--- config.mk ---
export PLATFORM = sky130hd
export DESIGN_NAME = alu_rr_arbiter
export DESIGN_NICKNAME = d
export VERILOG_FILES = /design/src/rtl/alu_rr_arbiter.sv
export SDC_FILE = /design/constraint.sdc
export NUM_CORES = 1
export LEC_CHECK = 0
export CORE_MARGIN = 2
export CORE_UTILIZATION = 35
export DETAILED_ROUTE_END_ITERATION = 6
export PLACE_DENSITY = 0.74
export SETUP_SLACK_MARGIN = 0.5
export SLEW_MARGIN = 25
export SYNTH_ARGS = -nofsm -noshare
export SYNTH_HDL_FRONTEND = slang
export SYNTH_SLANG_ARGS = --single-unit
--- constraint.sdc ---
create_clock -name clk -period 1.1 [get_ports clk]
set_input_delay 0.11 -clock clk [delete_from_list [all_inputs] [get_ports clk]]
set_output_delay 0.11 -clock clk [all_outputs]
set_load 0.05 [all_outputs]
--- src/rtl/alu_rr_arbiter.sv ---
// Two-client round-robin front end for a shared combinational ALU: latches the
// winner's operands, captures the ALU result one cycle later, pulses done.
module alu_rr_arbiter #(
  parameter int DW = 2,
  parameter int SW = 2,
  parameter int RW = 4
) (
  input  logic          clk,
  input  logic          rst,
  input  logic          req0,
  input  logic [DW-1:0] a0,
  input  logic [DW-1:0] b0,
  input  logic [SW-1:0] sel0,
  output logic          gnt0,
  output logic          done0,
  output logic [RW-1:0] y0,
  input  logic          req1,
  input  logic [DW-1:0] a1,
  input  logic [DW-1:0] b1,
  input  logic [SW-1:0] sel1,
  output logic          gnt1,
  output logic          done1,
  output logic [RW-1:0] y1,
  output logic [DW-1:0] alu_a,
  output logic [DW-1:0] alu_b,
  output logic [SW-1:0] alu_sel,
  input  logic [RW-1:0] alu_y,
  output logic          busy
);

  typedef enum logic [1:0] {IDLE, EXEC, DONE} state_e;

  state_e        state_q, state_d;
  logic          owner_q, owner_d;  // requester currently holding the ALU
  logic          last_q, last_d;    // requester served most recently
  logic [DW-1:0] alu_a_q, alu_a_d, alu_b_q, alu_b_d;
  logic [SW-1:0] alu_sel_q, alu_sel_d;
  logic [RW-1:0] y0_q, y0_d, y1_q, y1_d;

  always_comb begin
    state_d   = state_q;
    owner_d   = owner_q;
    last_d    = last_q;
    alu_a_d   = alu_a_q;
    alu_b_d   = alu_b_q;
    alu_sel_d = alu_sel_q;
    y0_d      = y0_q;
    y1_d      = y1_q;
    case (state_q)
      IDLE: begin
        if (req0 || req1) begin
          // Contention goes to whoever was not served last; a sole requester always wins.
          owner_d   = (req0 && req1) ? ~last_q : req1;
          alu_a_d   = owner_d ? a1   : a0;
          alu_b_d   = owner_d ? b1   : b0;
          alu_sel_d = owner_d ? sel1 : sel0;
          state_d   = EXEC;
        end
      end
      EXEC: begin
        if (owner_q) y1_d = alu_y;
        else         y0_d = alu_y;
        state_d = DONE;
      end
      DONE: begin
        last_d  = owner_q;
        state_d = IDLE;
      end
      default: state_d = IDLE;
    endcase
  end

  always_ff @(posedge clk) begin
    if (rst) begin
      state_q   <= IDLE;
      owner_q   <= 1'b0;
      last_q    <= 1'b1;
      alu_a_q   <= '0;
      alu_b_q   <= '0;
      alu_sel_q <= '0;
      y0_q      <= '0;
      y1_q      <= '0;
    end else begin
      state_q   <= state_d;
      owner_q   <= owner_d;
      last_q    <= last_d;
      alu_a_q   <= alu_a_d;
      alu_b_q   <= alu_b_d;
      alu_sel_q <= alu_sel_d;
      y0_q      <= y0_d;
      y1_q      <= y1_d;
    end
  end

  assign busy    = (state_q != IDLE);
  assign gnt0    = busy && !owner_q;
  assign gnt1    = busy &&  owner_q;
  assign done0   = (state_q == DONE) && !owner_q;
  assign done1   = (state_q == DONE) &&  owner_q;
  assign y0      = y0_q;
  assign y1      = y1_q;
  assign alu_a   = alu_a_q;
  assign alu_b   = alu_b_q;
  assign alu_sel = alu_sel_q;

endmodule

==> results of run 1 <==
-- cell type report --
class	instances	area, um^2
tap	28	35.0
fill	139	472
timing repair buffer	60	769
sequential	18	392
multi-input combinational	52	472
inverter	2	7.51
clock buffer	3	22.5
-- state kept, by name, indices dropped and copies added (netlist names) --
signal / cells
alu_sel: 2
last_q: 1
alu_a: 2
y0: 4
alu_b: 2
state_q: 2
y1: 4
owner_q: 1
-- repair_timing --
action / CTS / global route
buffers inserted: 9 / 5
resized for setup: 19 / 6
pin swaps: 12 / 5
setup endpoints to repair: 37 / 37
-- power by group --
group	total (mW)	switching [mW]	internal (mW)
Combinational	0.826	0.388	0.438
Sequential	0.765	0.0595	0.706
Clock	0.312	0.185	0.127
-- cells by family (layout without fill, tap and decap cells) --
| family | after synthesis | after routing |
|---|---|---|
| AO/OA/AOI/OAI | 16 | 16 |
| buffers and inverters | 5 | 65 |
| flip-flops | 18 | 18 |
| multiplexers | 14 | 14 |
| AND/OR/NAND/NOR | 22 | 22 |
-- per-layer routing --
| layer | global-route usage (%) | vias up |
|---|---|---|
| li1 | - | 390 |
| met1 | 23.1 | 393 |
| met2 | 38.0 | 27 |
| met3 | 2.30 | 6 |
| met4 | 7.89 | 0 |
| met5 | 0 | - |
-- layout by cell type (no fill, tap or decap) --
master / netlist / layout
inv_2: 0 / 2
nand3b_2: 1 / 1
buf_12: 0 / 19
nor2_1: 13 / 9
nor3b_2: 0 / 1
dfxtp_2: 0 / 13
dfxtp_4: 0 / 4
nand3_2: 0 / 1
nor2_2: 0 / 1
or2_2: 1 / 1
nor3b_4: 1 / 1
a21boi_4: 1 / 1
a21oi_2: 0 / 1
a21oi_1: 7 / 6
nand2b_4: 0 / 1
dfxtp_1: 18 / 1
a211o_1: 1 / 1
buf_4: 0 / 13
nor3_4: 0 / 1
mux2i_1: 14 / 14
a211oi_2: 6 / 6
clkbuf_4: 0 / 3
nor2_4: 2 / 5
buf_6: 0 / 9
clkdlybuf4s50_1: 0 / 19
o21ai_1: 0 / 1
-- path summary, 6_finish.rpt --
path                                              start                 end  slack (ns)
worst max-delay path            state_q[0]$_SDFFE_PP0P_               done1       -0.23
worst min register to register       y1[1]$_SDFFE_PP0P_  y1[1]$_SDFFE_PP0P_        0.54
worst max register to register  state_q[1]$_SDFFE_PP0P_  y0[3]$_SDFFE_PP0P_       -0.11
worst min-delay path                           alu_y[0]  y1[0]$_SDFFE_PP0P_        0.45
-- stage by stage --
| step | hold WS, ns | power, mW | setup TNS (ns) |
|---|---|---|---|
| floorplan | 0.254 | 1.11 | -1.60 |
| detailed placement | 0.513 | 1.49 | -2.29 |
| finish | 0.449 | 1.90 | -1.96 |
| CTS | 0.441 | 1.87 | -1.80 |
| global route | 0.460 | 1.99 | -3.13 |
| global placement | 0.505 | 1.47 | -2.09 |
-- cells in the mapped netlist --
cell and n:
dfxtp_1 18, mux2i_1 14, nor2_1 13, a21oi_1 7, a211oi_2 6, inv_1 2
nor2_4 2, a211o_1 1, a21boi_4 1, buf_1 1, buf_2 1, clkbuf_1 1
nand2b_1 1, nand3_1 1, nand3b_2 1, nor3_1 1, nor3b_1 1, nor3b_4 1
o21ai_0 1, or2_2 1
-- worst max-delay path, stage by stage (launching register included) --
cell and delay (ns):
dfxtp_4 0.37, buf_6 0.12, nand2b_4 0.16, nor2_4 0.13, buf_12 0.15
==> results_dict.tcl, run 1 <==
set metrics [dict create \
    run_status "complete, but fails checks" \
    failed_checks "negative setup slack" \
    highest_layer "met4" \
    ys_seq_area_share_pct 45.4 \
    max_freq_mhz 753 \
    drive_gt1_share_pct 62.2 \
    worst_hold_path.num_cells 3 \
    slew_headroom_pct 86.1 \
    critPathKind "flip-flop to primary output" \
    drv_slew 0 \
    numClockSinks 18 \
    die_w_um 51.6 \
    muxShareOfSynthArea_pct 17.6 \
    end_kind "primary output" \
    num_rows 17 \
    path_clk_slew_ns 0.09 \
    antenna_found_initial 0 \
    grt_max_degree 10 \
    dieArea_um2 2670 \
    synthAdderAreaFrac_pct 0 \
    numCtsBuffers 3 \
    cts_tree "built" \
    stdcell_area_um2 1700 \
    htree_levels 1 \
    synthSimpleGateAreaFrac_pct 16.5 \
    grt_pass1_vias 863 \
    dpl.cell_count 146 \
    routed_wirelength_um 2620 \
    ys_ff_latch 18 \
    r2r_cells 5 \
    ioPinCount 39 \
    initial_core_util_pct 36.6 \
    placed_cell_area_um2 1490 \
    post-route-drc-count 0 \
    synth_area_leaders "dfxtp_1, mux2i_1, a211oi_2" \
    maxCapViolations 0 \
    cts_buffer_depth 2 \
    crit_path_max_fanout 3 \
    arrival_ns 1.22 \
    clk_latency_ns 0.28 \
    dp_slack_ns -0.394 \
    synth_compound_area_share_pct 18.0 \
    grt_usage_pct 20.2 \
    met3_length_um 93 \
    ir_worst_vdd_mv 0.999 \
    area_delta_synth_final_pct 114 \
    drt_iter0_markers 31 \
    ctsRootBufferMaster "clkbuf_4" \
    cts-hold-fix-buffers 0 \
    worstMarginPinSlew_ns 0.202 \
    leakage_nw 0.700 \
    viasPerCell 5.01 \
    utilization_pct 78.3 \
    coreArea_um2 2170 \
    finalCriticalPeriod_ns 1.33 \
    dr_wl_met2_um 1500 \
    synth_warnings 0 \
    holdCritPathClass "input pin to flip-flop" \
    grt_pass1_wl_um 3920 \
    synth_top_cell_area_share_pct 45.4 \
    crit_required_ns 0.99 \
    finalClockSkew_ns 0.00290 \
    synth_fp_nets 95 \
    rsz0062_at_grt "yes" \
    syn_area_um2 795 \
    startpoint_type "flip-flop" \
    nets 157 \
    hpwl_um 1770 \
    setup_viol 21 \
    io_buffer_count 38 \
    gp_congestion 0.663 \
    fp.dieH_um 51.6 \
    powerDensity_nw_per_um2 1120 \
    synth_xor_xnor_area_share_pct 0 \
    synth_cell_types 20 \
    num_vias 816 \
    layout_setup_ws_ns -0.228 \
    syn_inst 75 \
    first_pass_iters 4 \
    post-route-period-util_pct 121 \
    num_antenna_cells 0 \
    synth_top_area_cell "dfxtp_1" \
    hold_viol 0 \
    ant_nets 0 \
    grt_overflow_total 0 \
    fin_cells 163 \
    wl_per_cell_um 16.1 \
    synth_top_family_by_area "compound AO/OA/AOI/OAI gates" \
    syn_avg_cell_area_um2 10.6 \
    wl_met1_um 974 \
]
Power figures use the tool's default switching activity.
==> run 2, diff against run 1 <==
- CORE_ASPECT_RATIO: default -> 1.5
- MAX_ROUTING_LAYER: default -> met4
==> results_dict.tcl, run 2 (synthesis gave the netlist of run 1 again) <==
set metrics [dict create \
    run_status "complete, but fails checks" \
    failed_checks "negative setup slack" \
    hold_viol 0 \
    routed_wirelength_um 2800 \
    ctsRootBufferMaster "clkbuf_4" \
    clk_latency_ns 0.30 \
    viasPerCell 5.11 \
    total_power_mw 2.09 \
    timing.rr.end "last_q$_SDFFE_PP1N_" \
    cts_tree "built" \
    worst_hold_path.num_cells 3 \
    grt_pass1_vias 883 \
    crit_path_cell_trace "buf_6 > nand2b_4 > nor2_4 > buf_12" \
    finalClockSkew_ns 0.000553 \
    num_antenna_cells 0 \
    grt_max_degree 12 \
    intPower_mw 1.39 \
    htree_levels 1 \
    seq_area_um2 398 \
    gp_congestion 0.690 \
    hpwl_um 1600 \
    coreArea_um2 2180 \
    slew_headroom_pct 75.8 \
    switching_share_pct 33.6 \
    numClockSinks 18 \
    io_buffer_count 38 \
    cts_buffer_depth 2 \
    ir_worst_vdd_mv 1.10 \
    startpoint_type "flip-flop" \
    layout_common_cells "buf_12, clkdlybuf4s50_1, buf_4" \
    end_kind "primary output" \
    grt_pass1_wl_um 4060 \
    grt_usage_pct 20.5 \
    ant_nets 0 \
    fin_cells 160 \
    powerDensity_nw_per_um2 1160 \
    antenna_found_initial 0 \
    dpl.cell_count 141 \
    fp.dieH_um 62.4 \
    ioPinCount 39 \
    reg2reg_slack_ns -0.23 \
    hp-start "alu_y[3]" \
    r2r_start "state_q[0]$_SDFFE_PP0P_" \
    slowest_stage "dfxtp_4" \
    leakage_nw 0.750 \
    final_common_cell "buf_12" \
    num_vias 817 \
    post-route-period-util_pct 123 \
    p_clk_share_pct 20.2 \
    finalCriticalPeriod_ns 1.35 \
    num_rows 21 \
    wl_per_cell_um 17.5 \
    holdCritPathClass "input pin to flip-flop" \
    max_freq_mhz 738 \
    nets 158 \
    fillers 123 \
    arrival_ns 1.24 \
    drv_slew 0 \
    multi_input_area_um2 539 \
    setup_viol 17 \
    grt_overflow_total 0 \
    drt_iter0_markers 9 \
    hold_path_end "y1[3]$_SDFFE_PP0P_" \
    path_clk_slew_ns 0.11 \
    drive_gt1_share_pct 68.6 \
    area_delta_synth_final_pct 128 \
    layout_setup_ws_ns -0.255 \
    crit_path_max_fanout 3 \
    first_pass_iters 4 \
    critPathKind "flip-flop to primary output" \
    post-route-drc-count 0 \
    die_w_um 42.9 \
    maxCapViolations 0 \
    numCtsBuffers 3 \
    power_frac_seq_pct 36.5 \
    max_stage_delay_ns 0.38 \
    power_frac_comb_pct 43.3 \
    rsz0062_at_grt "yes" \
    dieArea_um2 2670 \
    crit_required_ns 0.99 \
    worstMarginPinSlew_ns 0.363 \
    r2r_cells 5 \
    power.switching_mw 0.703 \
    initial_core_util_pct 36.4 \
]
## run 2: cell types whose count changed in the layout (fill, tap and decap cells not counted), sizes merged
cell    before  now
buf         41   42
clkbuf       3    4
## run 2: metal layers
layer  up-vias  part of all wire, %  GRT usage (%)
met4         0                  2.9           12.1
met3         9                  3.6           2.91
met1       391                   35           22.4
li1        388                    -              -
met2        29                   59           34.1
met5         -                    0              -
## run 2: what timing repair did
item                                    in CTS  in global routing
buffers inserted                            10                  5
pin swaps                                    5                 11
hold buffers                                 0                  0
endpoints found under the setup margin      37                 37
gates resized for setup                     22                 21
## run 2: through the flow
step                      utilization [%]  cell area, um^2  hold slack, ns  TNS, ns  worst slack [ns]
final                                83.0             1810           0.435    -1.98            -0.255
after global routing                 83.0             1810           0.438    -2.87            -0.296
after CTS                            76.7             1670           0.427    -1.46            -0.230
after detailed placement             68.0             1480           0.517    -2.20            -0.357
after global placement               68.0             1480           0.503    -1.98            -0.309
after floorplan                         -              837           0.254    -1.60            -0.193
## run 2: worst max-delay path: cells and delay by family (launching register included)
kind | cells | cell delay (ns)
AND/OR/NAND/NOR | 2 | 0.30
buffers and inverters | 2 | 0.26
flip-flops | 1 | 0.38
## run 2: final cells by class
class | count | share of cell area [%]
Timing Repair Buffer | 61 | 44.1
Tap cell | 23 | 1.59
Clock buffer | 4 | 2.00
Multi-Input combinational cell | 52 | 29.8
Sequential cell | 18 | 22.0
Inverter | 2 | 0.553
## run 2: power by group through the flow
stage	registers (mW)	clock network, mW	logic, mW
floorplan	0.887	0	0.226
detailed placement	0.783	0	0.701
global route	0.770	0.461	0.944
global placement	0.780	0	0.688
CTS	0.760	0.435	0.800
finish	0.764	0.422	0.907
## run 2: worst max path at each step
stage | slack, ns | to | depth (start not counted) | startpoint
after floorplan | -0.19 | alu_a[1]$_SDFFE_PP0P_ | 4 | state_q[1]$_SDFFE_PP0P_
after global placement | -0.31 | alu_a[0]$_SDFFE_PP0P_ | 4 | req1
after detailed placement | -0.36 | alu_b[0]$_SDFFE_PP0P_ | 4 | req1
after CTS | -0.23 | done1 | 4 | state_q[0]$_SDFFE_PP0P_
after global routing | -0.30 | done1 | 4 | state_q[0]$_SDFFE_PP0P_
final | -0.25 | done1 | 4 | state_q[0]$_SDFFE_PP0P_
==> run 3, diff against run 2 <==
- CORE_UTILIZATION: 35 -> 36
- DONT_BUFFER_PORTS: default -> 1
- PLACE_DENSITY: 0.74 -> 0.64
==> results_dict.tcl, run 3 (synthesis gave the netlist of run 1 again) <==
set metrics [dict create \
    routed_wirelength_um 1930 \
    dpl.cell_count 114 \
    grt_pass1_vias 691 \
    num_antenna_cells 0 \
    io_buffer_count 0 \
    maxCapViolations 0 \
    failed_checks "negative hold slack, negative setup slack" \
    layout_common_cells "buf_8, mux2i_1, dfxtp_2" \
    ctsRootBufferMaster "clkbuf_4" \
    htree_levels 1 \
    slew_headroom_pct 73.7 \
    antenna_found_initial 0 \
    ir_worst_vdd_mv 0.778 \
    finalClockSkew_ns 0.00128 \
    powerDensity_nw_per_um2 1320 \
    drive_gt1_share_pct 76.2 \
    fin_cells 127 \
    gp_congestion 0.768 \
    hpwl_um 1230 \
    crit_path_cell_trace "nand2b_4 > nor2_4" \
    fp.dieH_um 61.5 \
    end_kind "primary output" \
    finalCriticalPeriod_ns 1.24 \
    run_status "complete, but fails checks" \
    num_rows 20 \
    rsz0062_at_grt "yes" \
    hold_slack_ns -0.143 \
    ioPinCount 39 \
    first_pass_iters 3 \
    grt_overflow_total 0 \
    dp_slack_ns -0.0291 \
    slowest_stage "dfxtp_4" \
    grt_pass1_wl_um 3040 \
    grt_usage_pct 15.6 \
    viasPerCell 5.33 \
    nets 126 \
    worstMarginPinSlew_ns 0.393 \
    arrival_ns 1.13 \
    crit_required_ns 0.99 \
    leakage_nw 0.554 \
    startpoint_type "flip-flop" \
    hold_viol 18 \
    post-route-drc-count 0 \
    max_stage_delay_ns 0.38 \
    initial_core_util_pct 38.7 \
    cp_num_buf_inv 0 \
    grt_max_degree 19 \
    drt_iter0_markers 12 \
    area_delta_synth_final_pct 73.5 \
    ant_nets 0 \
    layout_setup_ws_ns -0.136 \
    path_clk_slew_ns 0.10 \
    dieArea_um2 2610 \
    die_w_um 42.4 \
    cts_buffer_depth 2 \
    post-route-period-util_pct 112 \
    max_freq_mhz 809 \
    clk_latency_ns 0.30 \
    numClockSinks 18 \
    final_common_cell "buf_8" \
    setup_viol 15 \
    holdCritPathClass "input pin to flip-flop" \
    coreArea_um2 2050 \
    critPathKind "flip-flop to primary output" \
    num_vias 677 \
    drv_slew 0 \
    cts_tree "built" \
    cpLargestDelayFamily "simple AND/OR/NAND/NOR gates" \
    wl_per_cell_um 15.2 \
    crit_path_max_fanout 5 \
    numCtsBuffers 3 \
]
run 3: power breakdown:
part,leakage (nW),internal (mW),switching [mW]
logic,0.378,0.305,0.352
registers,0.155,0.706,0.0519
clock network,0.0210,0.202,0.209
run 3: repair_timing:
action / 4_1_cts / 5_1_grt
pin swaps: 14 / 11
endpoints found under the hold margin: 18 / 18
resized for setup: 50 / 17
setup endpoints to repair: 37 / 37
buffers inserted: 6 / 3
run 3: final timing paths:
kind                            from                 endpoint  slack (ns)  cells past startpoint
max          state_q[0]$_SDFFE_PP0P_                    done0       -0.14                      2
min                              rst     owner_q$_SDFFE_PP0P_       -0.14                      1
max reg2reg     owner_q$_SDFFE_PP0P_       y0[1]$_SDFFE_PP0P_       -0.09                      4
min reg2reg  state_q[1]$_SDFFE_PP0P_  state_q[1]$_SDFFE_PP0P_        0.50                      1
run 3: stage by stage:
| step | util (%) | TNS [ns] | cell area, um^2 | hold slack (ns) | power (mW) |
|---|---|---|---|---|---|
| 6_report | 67.2 | -0.898 | 1380 | -0.143 | 1.83 |
| 5_1_grt | 67.2 | -2.09 | 1380 | -0.159 | 1.90 |
| 4_1_cts | 62.3 | -1.18 | 1280 | -0.156 | 1.76 |
| 3_5_place_dp | 49.5 | -0.0857 | 1010 | 0.170 | 1.22 |
| 3_3_place_gp | 49.5 | 0 | 1010 | 0.170 | 1.21 |
| 2_1_floorplan | - | -1.60 | 837 | 0.254 | 1.11 |
run 3: metal layers:
| layer | global-route usage (%) | up-vias | routed length, um |
|---|---|---|---|
| li1 | - | 323 | - |
| met2 | 28.4 | 32 | 1060 |
| met4 | 5.36 | 0 | 25 |
| met3 | 2.64 | 2 | 131 |
| met5 | - | - | 0 |
| met1 | 17.3 | 320 | 708 |
run 3: cell type report:
type	instances	area, um^2
flip-flops and latches	18	395
fillers	155	673
well taps	22	27.5
inverters	2	10.0
multi-input cells	52	519
clock buffers	4	36.3
repair buffers	29	390
run 3: worst register-to-register path, stage by stage, from the launching register on:
cell and delay (ns):
dfxtp_4 0.36, buf_6 0.12, nor3b_4 0.30, mux2i_1 0.26, nor2_1 0.06
